File: src/rtl/gpio_pkg.sv
// Shared register map for the Avalon-MM GPIO bank.
package gpio_pkg;

  localparam int ADDR_W = 3;

  localparam logic [ADDR_W-1:0] ADDR_IN       = 3'd0;
  localparam logic [ADDR_W-1:0] ADDR_OUT      = 3'd1;
  localparam logic [ADDR_W-1:0] ADDR_OUT_SET  = 3'd2;
  localparam logic [ADDR_W-1:0] ADDR_OUT_CLR  = 3'd3;
  localparam logic [ADDR_W-1:0] ADDR_IRQ_MASK = 3'd4;
  localparam logic [ADDR_W-1:0] ADDR_EDGE_CAP = 3'd5;
  localparam logic [ADDR_W-1:0] ADDR_RISE_EN  = 3'd6;
  localparam logic [ADDR_W-1:0] ADDR_FALL_EN  = 3'd7;

endpackage

File: src/rtl/gpio_debounce.sv
// Single-bit input conditioner: synchroniser chain followed by a
// stable-time filter. The stable output only changes after the synchronised
// pin has disagreed with it for DEBOUNCE_CYCLES consecutive cycles; the
// change lands on the next edge. DEBOUNCE_CYCLES = 0 registers the
// synchronised value once.
module gpio_debounce #(
  parameter int SYNC_STAGES     = 2,
  parameter int DEBOUNCE_CYCLES = 50000
) (
  input  logic clk,
  input  logic rst_n,
  input  logic pin,
  output logic stable
);

  logic [SYNC_STAGES-1:0] sync_q;
  logic                   synced;

  assign synced = sync_q[SYNC_STAGES-1];

  // Metastability chain: pin enters at bit 0, leaves at the top bit
  always_ff @(posedge clk or negedge rst_n) begin
    if (!rst_n) sync_q <= '0;
    else        sync_q <= {sync_q[SYNC_STAGES-2:0], pin};
  end

  if (DEBOUNCE_CYCLES == 0) begin : g_bypass
    // No filtering: one register stage after the synchroniser
    always_ff @(posedge clk or negedge rst_n) begin
      if (!rst_n) stable <= 1'b0;
      else        stable <= synced;
    end
  end else begin : g_filter
    localparam int CNT_W = $clog2(DEBOUNCE_CYCLES + 1);
    localparam logic [CNT_W-1:0] CNT_LAST = CNT_W'(DEBOUNCE_CYCLES);

    logic [CNT_W-1:0] cnt;

    // Count consecutive mismatch cycles; any agreeing cycle restarts the count
    always_ff @(posedge clk or negedge rst_n) begin
      if (!rst_n) begin
        cnt    <= '0;
        stable <= 1'b0;
      end else if (synced == stable) begin
        cnt <= '0;
      end else if (cnt == CNT_LAST) begin
        cnt    <= '0;
        stable <= synced;
      end else begin
        cnt <= cnt + CNT_W'(1);
      end
    end
  end

endmodule

File: src/rtl/avalon_gpio_bank.sv
// Avalon-MM GPIO bank: debounced inputs with rise/fall edge capture and a
// maskable level interrupt, plus registered outputs with set/clear aliases.
module avalon_gpio_bank
  import gpio_pkg::*;
#(
  parameter int               WIDTH           = 10,
  parameter int               SYNC_STAGES     = 2,
  parameter int               DEBOUNCE_CYCLES = 50000,
  parameter logic [WIDTH-1:0] OUT_RESET       = '0
) (
  input  logic              clk_clk,
  input  logic              reset_reset_n,
  input  logic [ADDR_W-1:0] address,
  input  logic              read,
  input  logic              write,
  input  logic [31:0]       writedata,
  output logic [31:0]       readdata,
  input  logic [WIDTH-1:0]  in_port,
  output logic [WIDTH-1:0]  out_port,
  output logic              irq
);

  // Bus protocol: slave without waitrequest. A write is accepted in every
  // cycle write is high. A read issued in cycle N returns its data on
  // readdata in cycle N+1; readdata is 0 in every cycle not following a
  // read. With read and write together the read returns the pre-write value.

  logic [WIDTH-1:0] stable;
  logic [WIDTH-1:0] stable_d;
  logic [WIDTH-1:0] out_q;
  logic [WIDTH-1:0] mask_q;
  logic [WIDTH-1:0] cap_q;
  logic [WIDTH-1:0] rise_q;
  logic [WIDTH-1:0] fall_q;
  logic [WIDTH-1:0] wdata;
  logic [WIDTH-1:0] edges;
  logic [31:0]      rd_val;
  logic [31:0]      rd_q;
  logic             irq_q;
  logic             unused_wdata;

  // Bits at or above WIDTH are simply not stored
  assign wdata        = writedata[WIDTH-1:0];
  assign unused_wdata = ^writedata;

  for (genvar i = 0; i < WIDTH; i++) begin : g_bit
    gpio_debounce #(
      .SYNC_STAGES     (SYNC_STAGES),
      .DEBOUNCE_CYCLES (DEBOUNCE_CYCLES)
    ) u_debounce (
      .clk    (clk_clk),
      .rst_n  (reset_reset_n),
      .pin    (in_port[i]),
      .stable (stable[i])
    );
  end

  // Enabled transitions of the stable value seen one cycle after they occur
  assign edges = (stable & ~stable_d & rise_q) | (~stable & stable_d & fall_q);

  // Output register and its set/clear aliases
  always_ff @(posedge clk_clk or negedge reset_reset_n) begin
    if (!reset_reset_n) begin
      out_q <= OUT_RESET;
    end else if (write) begin
      case (address)
        ADDR_OUT:     out_q <= wdata;
        ADDR_OUT_SET: out_q <= out_q | wdata;
        ADDR_OUT_CLR: out_q <= out_q & ~wdata;
        default:      ;
      endcase
    end
  end

  // Interrupt mask and edge-enable registers
  always_ff @(posedge clk_clk or negedge reset_reset_n) begin
    if (!reset_reset_n) begin
      mask_q <= '0;
      rise_q <= '0;
      fall_q <= '0;
    end else if (write) begin
      case (address)
        ADDR_IRQ_MASK: mask_q <= wdata;
        ADDR_RISE_EN:  rise_q <= wdata;
        ADDR_FALL_EN:  fall_q <= wdata;
        default:       ;
      endcase
    end
  end

  // Edge capture: write-1-to-clear, a same-cycle new edge wins over the clear
  always_ff @(posedge clk_clk or negedge reset_reset_n) begin
    if (!reset_reset_n) begin
      stable_d <= '0;
      cap_q    <= '0;
    end else begin
      stable_d <= stable;
      if (write && (address == ADDR_EDGE_CAP)) cap_q <= (cap_q & ~wdata) | edges;
      else                                     cap_q <= cap_q | edges;
    end
  end

  // Read mux over current register contents; write-only addresses read 0
  always_comb begin
    rd_val = '0;
    case (address)
      ADDR_IN:       rd_val[WIDTH-1:0] = stable;
      ADDR_OUT:      rd_val[WIDTH-1:0] = out_q;
      ADDR_IRQ_MASK: rd_val[WIDTH-1:0] = mask_q;
      ADDR_EDGE_CAP: rd_val[WIDTH-1:0] = cap_q;
      ADDR_RISE_EN:  rd_val[WIDTH-1:0] = rise_q;
      ADDR_FALL_EN:  rd_val[WIDTH-1:0] = fall_q;
      default:       rd_val = '0;
    endcase
  end

  // Registered read data and interrupt level
  always_ff @(posedge clk_clk or negedge reset_reset_n) begin
    if (!reset_reset_n) begin
      rd_q  <= '0;
      irq_q <= 1'b0;
    end else begin
      rd_q  <= read ? rd_val : 32'd0;
      irq_q <= |(cap_q & mask_q);
    end
  end

  assign out_port = out_q;
  assign irq      = irq_q;
  assign readdata = rd_q;

endmodule

File: config.mk
export PLATFORM = sky130hd
export DESIGN_NAME = avalon_gpio_bank
export DESIGN_NICKNAME = d
export VERILOG_FILES = /design/src/rtl/gpio_pkg.sv /design/src/rtl/gpio_debounce.sv /design/src/rtl/avalon_gpio_bank.sv
export SDC_FILE = /design/constraint.sdc
export NUM_CORES = 1
export LEC_CHECK = 0
export BUFFER_PORTS_ARGS = -buffer_cell sky130_fd_sc_hd__buf_4
export CELL_PAD_IN_SITES_DETAIL_PLACEMENT = 1
export CELL_PAD_IN_SITES_GLOBAL_PLACEMENT = 1
export CORE_MARGIN = 2
export CORE_UTILIZATION = 52
export DETAILED_ROUTE_END_ITERATION = 8
export PLACE_DENSITY = 0.93
export SLEW_MARGIN = 30
export SYNTH_ARGS = -nofsm -noshare
export SYNTH_HDL_FRONTEND = slang
export SYNTH_SLANG_ARGS = --single-unit
File: constraint.sdc
create_clock -name clk_clk -period 4.42 [get_ports clk_clk]
set_clock_uncertainty 0.05 [all_clocks]
set_input_delay 0.221 -clock clk_clk [delete_from_list [all_inputs] [get_ports clk_clk]]
set_output_delay 0.221 -clock clk_clk [all_outputs]
set_load 0.01 [all_outputs]
After elaboration in Yosys (flattened, before gate mapping)
Index checks and enable logic that the tools add are counted.
- register bits after elaboration: 261
- logic and storage cells: 141
- bits of input ports: 49
- equality and inequality tests: 27
- $add $sub $neg: 10
- mux-type cells: 24
- bitwise gates (word level): 24
- reduce and logical (&&, ||, !) cells: 18
- operators with widths (cell ; count):
    16-bit two-way mux ; 20
    16-bit by 1-bit adder with 16-bit output, second input constant ; 10
    16-bit == test, second input constant ; 10
    10-bit AND ; 7
    10-bit one-hot mux with 6 select lines ; 1
    10-bit bitwise OR ; 4
    10-bit NOT ; 3
    10-bit one-hot mux with 3 select lines ; 1
    2-bit AND reduction ; 14
    10-bit two-way mux ; 2
    3-bit == test, second input constant ; 4
    1-bit == test ; 10
    1-bit NOT ; 10
    10-bit OR reduction ; 1
    3-bit by 2-bit == test with 1-bit output, second input constant ; 2
    3-bit by 1-bit == test with 1-bit output, second input constant ; 1
    3-bit zero test ; 1
    3-bit nonzero test ; 1
    1-bit logical AND ; 1

Depth between registers and ports, before layout
Gate-level depths: netlist of run 1.
- depth after elaboration: 6
- depth in mapped cells: 8

Cells and area by module
A second synthesis of run 1 with hierarchy kept.
- cell total of the unflattened synthesis: 1169
- area total of the unflattened synthesis: 12942.4 µm²
- by module, submodules not included (module ; instances ; cells an instance ; area an instance (µm²)):
    gpio_debounce ; 10 ; 87 ; 949.7
    avalon_gpio_bank ; 1 ; 299 ; 3445.8

Worst setup path before layout of run 1
No wires, ideal clock.
- path kind: flip-flop to flip-flop
- start: register g_bit[7].u_debounce.g_filter.cnt[12]
- end: register g_bit[7].u_debounce.g_filter.cnt[0]
- data required time: 4.246 ns
- setup slack: 2.623 ns
- arrival time: 1.623 ns
- cell stages (with the launch flop): 7
- cells stage by stage: dfrtp_1 -> or4_1 -> nor4_2 -> nand2b_1 -> buf_6 -> buf_12 -> nor2_1
- word-level cells in the longest chain between the ends: 3
- RTL lines (what ; line ; RTL):
    start: declaration ; gpio_debounce.sv:37 ; logic [CNT_W-1:0] cnt;
    start signal: assignment ; gpio_debounce.sv:50 ; cnt <= cnt + CNT_W'(1);
    16-bit == test ; gpio_debounce.sv:46 ; end else if (cnt == CNT_LAST) begin
    16-bit two-way mux ; gpio_debounce.sv:46 ;
    16-bit two-way mux ; gpio_debounce.sv:44 ; end else if (synced == stable) begin
Every way passes these cells.
A chain may end at the register's enable or synchronous reset.

Final worst setup path of run 1
- start: register g_bit[7].u_debounce.g_filter.cnt[12]
- end: register g_bit[7].u_debounce.g_filter.cnt[7]
The elaborated chain is that of the path after synthesis.

==> flow_summary.toml, run 1 <==
[status]
status = "completed"

[sta]
whs_ns = 0.134
period_minus_slack_ns = 2.26
rsz0062_at_grt = "no"
maxSlewViolCount = 0
finalSetupViolCount = 0
tightest_slew_ns = 0.956
fin_tns_setup_ns = 0
fin_ws_ns = 2.16
slew_headroom = 0.359
layout_worst_path_cycle_share = 0.510
fmax_ghz = 0.443
hold_violations = 0

[floorplanning]
ioPinCount = 92
die_w_um = 159
die_h_um = 159
core-area_um2 = 23500
die-area_um2 = 25300
rows = 56
initial_core_util = 0.530

[critical_path]
critPathMaxFanout = 16
crit_path_end_kind = "register"
crit_type = "reg -> reg"
arrival_ns = 2.59
cp.required_ns = 4.76
cp-start-kind = "register"

[clock_network]
cts_setup_buffers = 0
clock_latency_ns = 0.54
cts_resized = 0
root_buffer = "clkbuf_16"
ctsHoldBuffers = 22
path_clk_slew_ns = 0.06
cts_tree = "done"
cts_num_sinks = 261
cts.htree.levels = 1
cts_buffer_depth = 3
numCtsBuffers = 28

[finish]
syn2layout_area_growth_pct = 14.2
final_cell_mix = "261 x dfrtp_1, 184 x nor2_1, 109 x xnor2_1"
fillers = 2536
layout_commonest_cell = "dfrtp_1"
final_layout_size_suffix_gt1_frac = 0.116
final_cells = 1608
layout.nets = 1338

[routing]
drtPass1Iterations = 5
maxUsedRoutingLayer = "met4"
vias = 9538
routedWlPerCell_um = 21.2
wl_met1_mm = 13.6
finalWirelength_mm = 34.1
drc = 0
via_per_inst = 5.93
final_antenna_net_count = 0
met2_length_mm = 17.8
wl_met3_mm = 1.61
initialDrtViolationCount = 760

[logic_synthesis]
ys_seq_area_frac = 0.523
yosys.area.top_type = "dfrtp_1"
synth_top_family_by_area = "simple AND/OR/NAND/NOR gates"
syn_area_um2 = 12500
synthXorXnorAreaFrac = 0.102
yosys.area_share.simple = 0.217
synth_top_area_share = 0.523
synth-seq-cells = 261
synth.area.top_cells = "dfrtp_1 52%, xnor2_1 7.6%, nor2_1 5.5%, mux2_2 4.2%, nand4_1 2.8%"
synthDistinctLibCells = 53
synth_compound_area_frac = 0.0380
synth-edff-count = 0
ys_warn_count = 0
async_reset_ff_frac = 1.00
ys.flop_type = "dfrtp_1"
synth.area.mux_share = 0.0594
syn_avg_cell_area_um2 = 10.5
synth_fa_ha_area_frac = 0.0201
synthCells = 1194

[grt]
grt_util_all_layers = 0.270
grt_overflow_total = 0
grt_max_degree = 90
grt_first_pass_wirelength_mm = 56.0
antenna_found_initial = 1
grt_pass1_vias = 10500

[placed_design]
dp_cells = 1536
dp_hpwl_mm = 21.3
pre_cts_slack_ns = 2.19
place.gp.congestion = 0.876
io_buffers = 47

[run]
max-cap-violations = 0

[worst_hold_path]
hp-class = "in -> async"

[power_and_ir_drop]
ir_drop_mv = 0.341
p_leak_nw = 6.05
pwr_density_cell_nw_per_um2 = 386
## cells by family after synthesis
group | Yosys count
AND/OR/NAND/NOR | 532
flip-flops | 261
XOR/XNOR | 145
buffers and inverters | 102
AO/OA/AOI/OAI | 71
multiplexers | 62
adder cells (fa/ha/maj) | 20
other | 1
## sequential cells by signal (all words and copies together), names as in the netlist, 10 cells and up
signal	count
g_bit.u_debounce.stable	10
rise_q	10
cap_q	10
fall_q	10
mask_q	10
out_port	10
readdata	10
stable_d	10
g_bit.u_debounce.g_filter.cnt	160
g_bit.u_debounce.sync_q	20
## power breakdown
group	internal [W]	switching (W)	leakage, nW
clock	0.00147	0.000965	0.469
combinational	0.000190	0.000247	2.08
sequential	0.00250	0.000131	3.50
total	0.00416	0.00134	6.05
## path summary, 6_finish.rpt
kind | startpoint | endpoint | slack [ns] | cells past startpoint
max | g_bit[7].u_debounce.g_filter.cnt[12] | g_bit[7].u_debounce.g_filter.cnt[7] | 2.16 | 4
min in group clk_clk | address[2] | readdata[0] | 0.15 | 3
max in group asynchronous | reset_reset_n | g_bit[0].u_debounce.g_filter.cnt[10] | 2.72 | 4
min | reset_reset_n | g_bit[8].u_debounce.g_filter.cnt[14] | 0.13 | 2
min reg2reg | g_bit[7].u_debounce.sync_q[0] | g_bit[7].u_debounce.sync_q[1] | 0.30 | 0
max reg2reg | g_bit[7].u_debounce.g_filter.cnt[12] | g_bit[7].u_debounce.g_filter.cnt[7] | 2.16 | 4
## through the flow
step / total power [W] / instance area [µm²] / util
after CTS: 0.00553 / 14200 / 0.605
after detailed placement: 0.00306 / 13100 / 0.555
after floorplan: 0.00287 / 12600 / -
after global routing: 0.00569 / 14200 / 0.605
after global placement: 0.00302 / 13000 / 0.554
final: 0.00550 / 14200 / 0.605
## worst max-delay path: stages (launching register included)
cell	delay, ns
dfrtp_1	0.43
or4_1	0.58
nor4_2	0.33
nand2b_1	0.58
nor2_1	0.14
## synthesized netlist by cell type (4+ instances only)
cell type / instances
xnor2_1: 109
nand2b_1: 4
and4_1: 7
nand2_1: 78
nand3_1: 57
nor2_1: 184
nand4_1: 55
mux2i_1: 11
o21ai_0: 5
inv_1: 54
and2_1: 7
a22oi_1: 11
nor2b_1: 4
buf_2: 4
xor2_1: 36
a21o_1: 9
dfrtp_1: 261
nor3_1: 25
nor4bb_1: 11
mux2_2: 46
a211oi_1: 8
ha_1: 20
nor4_1: 47
a21oi_1: 13
nand3b_1: 4
and3_1: 20
or4_1: 5
buf_4: 24
clkbuf_1: 16
nor4b_1: 14
o22ai_1: 13
mux4_2: 5
## layer usage
layer  vias to the layer above  GRT usage
li1                       4266          -
met1                      4920      0.332
met2                       265      0.483
met3                        87     0.0418
met4                         0      0.100
met5                         -          0
## layout make-up
type	count	area, µm²	share of cell area
antenna	1	2.50	0.000176
tap	319	399	0.0280
inverter	54	203	0.0142
clock buffer	40	827	0.0580
multi-input combinational	852	5520	0.388
sequential	261	6530	0.458
timing repair buffer	72	636	0.0446
clock inverter	9	126	0.00887
No activity file was read; power rests on OpenSTA's default activity.
==> run 2: changes to the inputs <==
CORE_UTILIZATION = 43   (was 52)
PLACE_DENSITY = 0.83   (was 0.93)
clock period = 2 ns   (was 4.42 ns; I/O delays follow)
==> flow_summary.toml, run 2 (synthesized netlist as in run 1, its figures left out) <==
[sta]
hold_violations = 0
period_minus_slack_ns = 1.89
fmax_ghz = 0.528
fin_ws_ns = 0.108
rsz0062_at_grt = "no"
tightest_slew_ns = 0.607
slew_headroom = 0.595
layout_worst_path_cycle_share = 0.946
fin_tns_setup_ns = 0
maxSlewViolCount = 0
finalSetupViolCount = 0

[critical_path]
cpMaxStageDelayCell = "or4b_1"
critPathMaxFanout = 9
crit_path_max_incr_delay_ns = 0.58
path_buf_inv = 1
cp_cell_sequence = "or4b_1 > nor4_4 > nand2b_4 > buf_4 > nor2_1"
crit_type = "reg -> reg"
crit_path_end_kind = "register"
cp-start-kind = "register"
arrival_ns = 2.27
critical-path-top-delay-family = "simple AND/OR/NAND/NOR gates"
cp.required_ns = 2.38

[finish]
syn2layout_area_growth_pct = 16.8
fillers = 3097
final_cell_mix = "261 x dfrtp_1, 184 x nor2_1, 109 x xnor2_1"
reg.largest.list = "g_bit.u_debounce.g_filter.cnt: 160 flops, g_bit.u_debounce.sync_q: 20 flops"
largest_register_ffs = 160
regMostFlops = "g_bit.u_debounce.g_filter.cnt"
layout.nets = 1367
num_antenna_cells = 0
layout_commonest_cell = "dfrtp_1"
multiInputGateArea_um2 = 5540
register_area_um2 = 6530
final_layout_size_suffix_gt1_frac = 0.135

[status]
status = "completed"

[routing]
drtPass1Iterations = 5
via_per_inst = 5.52
drc = 0
initialDrtViolationCount = 403
final_antenna_net_count = 0
routedWlPerCell_um = 17.9
finalWirelength_mm = 30.4
vias = 9381

[power_and_ir_drop]
pwr_density_cell_nw_per_um2 = 833
ir_drop_mv = 0.710
p_total_w = 0.0121
p_int_w = 0.00928
power_frac_clock = 0.442
switching_share = 0.236
combinationalPowerShare = 0.081
p_leak_nw = 6.19
pwr-share-seq = 0.477
p_sw_w = 0.00286

[placed_design]
dp_hpwl_mm = 20.4
io_buffers = 47
pre_cts_slack_ns = 0.0685
place.gp.congestion = 0.818

[grt]
antenna_found_initial = 0
grt_overflow_total = 0
grt_first_pass_wirelength_mm = 51.5
grt_max_degree = 63
grt_pass1_vias = 10200
grt_util_all_layers = 0.205

[clock_network]
cts_num_sinks = 261
clock_latency_ns = 0.54
path_clk_slew_ns = 0.06
cts_tree = "done"
root_buffer = "clkbuf_16"
cts.htree.levels = 1
cts_buffer_depth = 3
cts_setup_buffers = 0
numCtsBuffers = 28

[worst_hold_path]
hp-class = "in -> reg"

[floorplanning]
initial_core_util = 0.436
ioPinCount = 92
rows = 62
die_w_um = 174
core-area_um2 = 28600
die_h_um = 174
die-area_um2 = 30400

[run]
max-cap-violations = 0
==> run 2: layout make-up <==
| cell class | instances | area share |
|---|---|---|
| Clock inverter | 10 | 0.0107 |
| Tap cell | 384 | 0.0330 |
| Clock buffer | 38 | 0.0549 |
| Sequential cell | 261 | 0.448 |
| Inverter | 54 | 0.0139 |
| Timing Repair Buffer | 101 | 0.0591 |
| Multi-Input combinational cell | 852 | 0.380 |
==> run 2: path summary, 6_finish.rpt <==
kind,startpoint,endpoint,slack [ns],cells after the start
worst min register to register,g_bit[8].u_debounce.sync_q[0],g_bit[8].u_debounce.sync_q[1],0.30,0
max in group asynchronous,reset_reset_n,g_bit[2].u_debounce.g_filter.cnt[12],1.03,3
worst max-delay path,g_bit[7].u_debounce.g_filter.cnt[11],g_bit[7].u_debounce.g_filter.cnt[6],0.11,5
worst min-delay path,address[2],readdata[0],0.05,3
worst max register to register,g_bit[7].u_debounce.g_filter.cnt[11],g_bit[7].u_debounce.g_filter.cnt[6],0.11,5
min in group asynchronous,reset_reset_n,g_bit[8].u_debounce.g_filter.cnt[5],0.07,2
==> run 2: layer usage <==
metal,GRT usage,part of all wire,up-vias
li1,-,-,4324
met1,0.264,0.43,4819
met2,0.358,0.50,176
met3,0.0300,0.038,62
met4,0.0602,0.030,0
met5,0,0,-
==> run 2: per-stage QoR <==
step / utilization / cells / hold WS (ns) / area (µm²)
2_1_floorplan: - / 1215 / -0.246 / 12600
3_3_place_gp: 0.467 / 1629 / 0.0318 / 13400
3_5_place_dp: 0.467 / 1629 / 0.0342 / 13400
4_1_cts: 0.508 / 1700 / 0.0218 / 14600
5_1_grt: 0.509 / 1700 / 0.0424 / 14600
6_report: 0.509 / 1700 / 0.0462 / 14600
==> run 2: what timing repair did <==
item,in CTS,in global routing
gates resized for setup,0,2
hold endpoints to repair,301,0
setup endpoints to repair,0,16
hold buffers,23,0
==> run 2: worst reg2reg max path, delay by kind of cell (launching register included) <==
family                 cells  cell delay, ns
AND/OR/NAND/NOR            4            1.13
flip-flops                 1            0.44
buffers and inverters      1            0.16
==> run 2: power groups by stage <==
stage / Sequential, W / Combinational (W) / Clock (W)
2_1_floorplan: 0.00580 / 0.000533 / 0
3_3_place_gp: 0.00585 / 0.000877 / 0
3_5_place_dp: 0.00586 / 0.000921 / 0
4_1_cts: 0.00578 / 0.000989 / 0.00551
5_1_grt: 0.00582 / 0.00108 / 0.00570
6_report: 0.00579 / 0.000977 / 0.00537
==> run 3: changes to the inputs <==
RECOVER_POWER = 50   (was unset)
==> flow_summary.toml, run 3 (synthesized netlist as in run 1, its figures left out) <==
[sta]
layout_worst_path_cycle_share = 0.946
fin_tns_setup_ns = 0
maxSlewViolCount = 0
fin_ws_ns = 0.109
period_minus_slack_ns = 1.89
tightest_slew_ns = 1.03
fmax_ghz = 0.529
finalSetupViolCount = 0
hold_violations = 0
whs_ns = 0.0394
rsz0062_at_grt = "no"
slew_headroom = 0.315

[clock_network]
cts_tree = "done"
cts_setup_buffers = 0
cts_num_sinks = 261
cts.htree.levels = 1
numCtsBuffers = 28
root_buffer = "clkbuf_16"
path_clk_slew_ns = 0.06
clock_latency_ns = 0.54
cts_buffer_depth = 3

[finish]
reg.largest.list = "g_bit.u_debounce.g_filter.cnt: 160 flops, g_bit.u_debounce.sync_q: 20 flops"
final_layout_size_suffix_gt1_frac = 0.134
regMostFlops = "g_bit.u_debounce.g_filter.cnt"
fillers = 3103
largest_register_ffs = 160
final_cells = 1700
layout_commonest_cell = "dfrtp_1"
final_cell_mix = "261 x dfrtp_1, 184 x nor2_1, 109 x xnor2_1"
num_antenna_cells = 0
layout.nets = 1367
post-route-util = 0.507
syn2layout_area_growth_pct = 16.4

[grt]
antenna_found_initial = 0
grt_overflow_total = 0
grt_util_all_layers = 0.205
grt_pass1_vias = 10200
grt_first_pass_wirelength_mm = 51.5
grt_max_degree = 63

[routing]
via_per_inst = 5.52
drtPass1Iterations = 5
routedWlPerCell_um = 17.9
initialDrtViolationCount = 413
final_antenna_net_count = 0
drc = 0
vias = 9386
finalWirelength_mm = 30.4

[floorplanning]
rows = 62
die_w_um = 174
initial_core_util = 0.436
die_h_um = 174
die-area_um2 = 30400
ioPinCount = 92
core-area_um2 = 28600

[critical_path]
arrival_ns = 2.27
crit_type = "reg -> reg"
critPathMaxFanout = 9
cp-start-kind = "register"
crit_path_end_kind = "register"
cp.required_ns = 2.38

[run]
max-cap-violations = 0

[status]
status = "completed"

[power_and_ir_drop]
p_leak_nw = 6.17
pwr_density_cell_nw_per_um2 = 835
ir_drop_mv = 0.714

[placed_design]
dp_cells = 1629
io_buffers = 47
place.gp.congestion = 0.818
dp_hpwl_mm = 20.4
pre_cts_slack_ns = 0.0685

[worst_hold_path]
hp-class = "in -> reg"
-- run 3: changes by cell type in the layout (fill, tap and decap cells not counted), sizes merged --
| cell | change |
|---|---|
| clkbuf | +15 |
| buf | -15 |
-- run 3: final timing paths --
path / from / cells after the start / slack [ns] / to
hold reg to reg: g_bit[8].u_debounce.sync_q[0] / 0 / 0.30 / g_bit[8].u_debounce.sync_q[1]
setup reg to reg: g_bit[7].u_debounce.g_filter.cnt[11] / 5 / 0.11 / g_bit[7].u_debounce.g_filter.cnt[6]
min in group asynchronous: reset_reset_n / 2 / 0.06 / g_bit[8].u_debounce.g_filter.cnt[5]
hold / removal: address[2] / 3 / 0.04 / readdata[0]
max in group asynchronous: reset_reset_n / 3 / 0.44 / g_bit[7].u_debounce.g_filter.cnt[7]
setup / recovery: g_bit[7].u_debounce.g_filter.cnt[11] / 5 / 0.11 / g_bit[7].u_debounce.g_filter.cnt[6]
-- run 3: critical path, stage by stage, from the launching register on --
cell and delay [ns]:
dfrtp_1 0.44, or4b_1 0.58, nor4_4 0.30, nand2b_4 0.19, buf_4 0.16, nor2_1 0.06
-- run 3: power by group --
part / switching, W / total, W / internal (W)
Sequential: 0.000257 / 0.00579 / 0.00553
Clock: 0.00208 / 0.00537 / 0.00329
Combinational: 0.000525 / 0.000963 / 0.000438
Total: 0.00286 / 0.0121 / 0.00926
-- run 3: area by class of cell --
type,count,area (µm²),share of cell area
Clock buffer,38,800,0.0551
Clock inverter,10,156,0.0108
Inverter,54,203,0.0140
Multi-Input combinational cell,852,5540,0.382
Sequential cell,261,6530,0.450
Tap cell,384,480,0.0331
Timing Repair Buffer,101,810,0.0558
-- run 3: through the flow --
step	total power [W]	area, µm²
CTS	0.0123	14600
floorplan	0.00633	12600
global route	0.0126	14500
detailed placement	0.00678	13400
global placement	0.00672	13400
finish	0.0121	14500
-- run 3: repair_timing --
item / 4_1_cts / 5_1_grt
gates resized for setup: 0 / 2
hold buffers: 23 / 0
endpoints found under the setup margin: 0 / 16
endpoints found under the hold margin: 301 / 0
-- run 3: per-layer routing --
metal | global-route usage | up-vias | wire [µm]
met5 | 0 | - | 0
met4 | 0.0602 | 0 | 872
met3 | 0.0300 | 59 | 1240
met2 | 0.358 | 170 | 15200
met1 | 0.264 | 4829 | 13100
li1 | - | 4328 | -
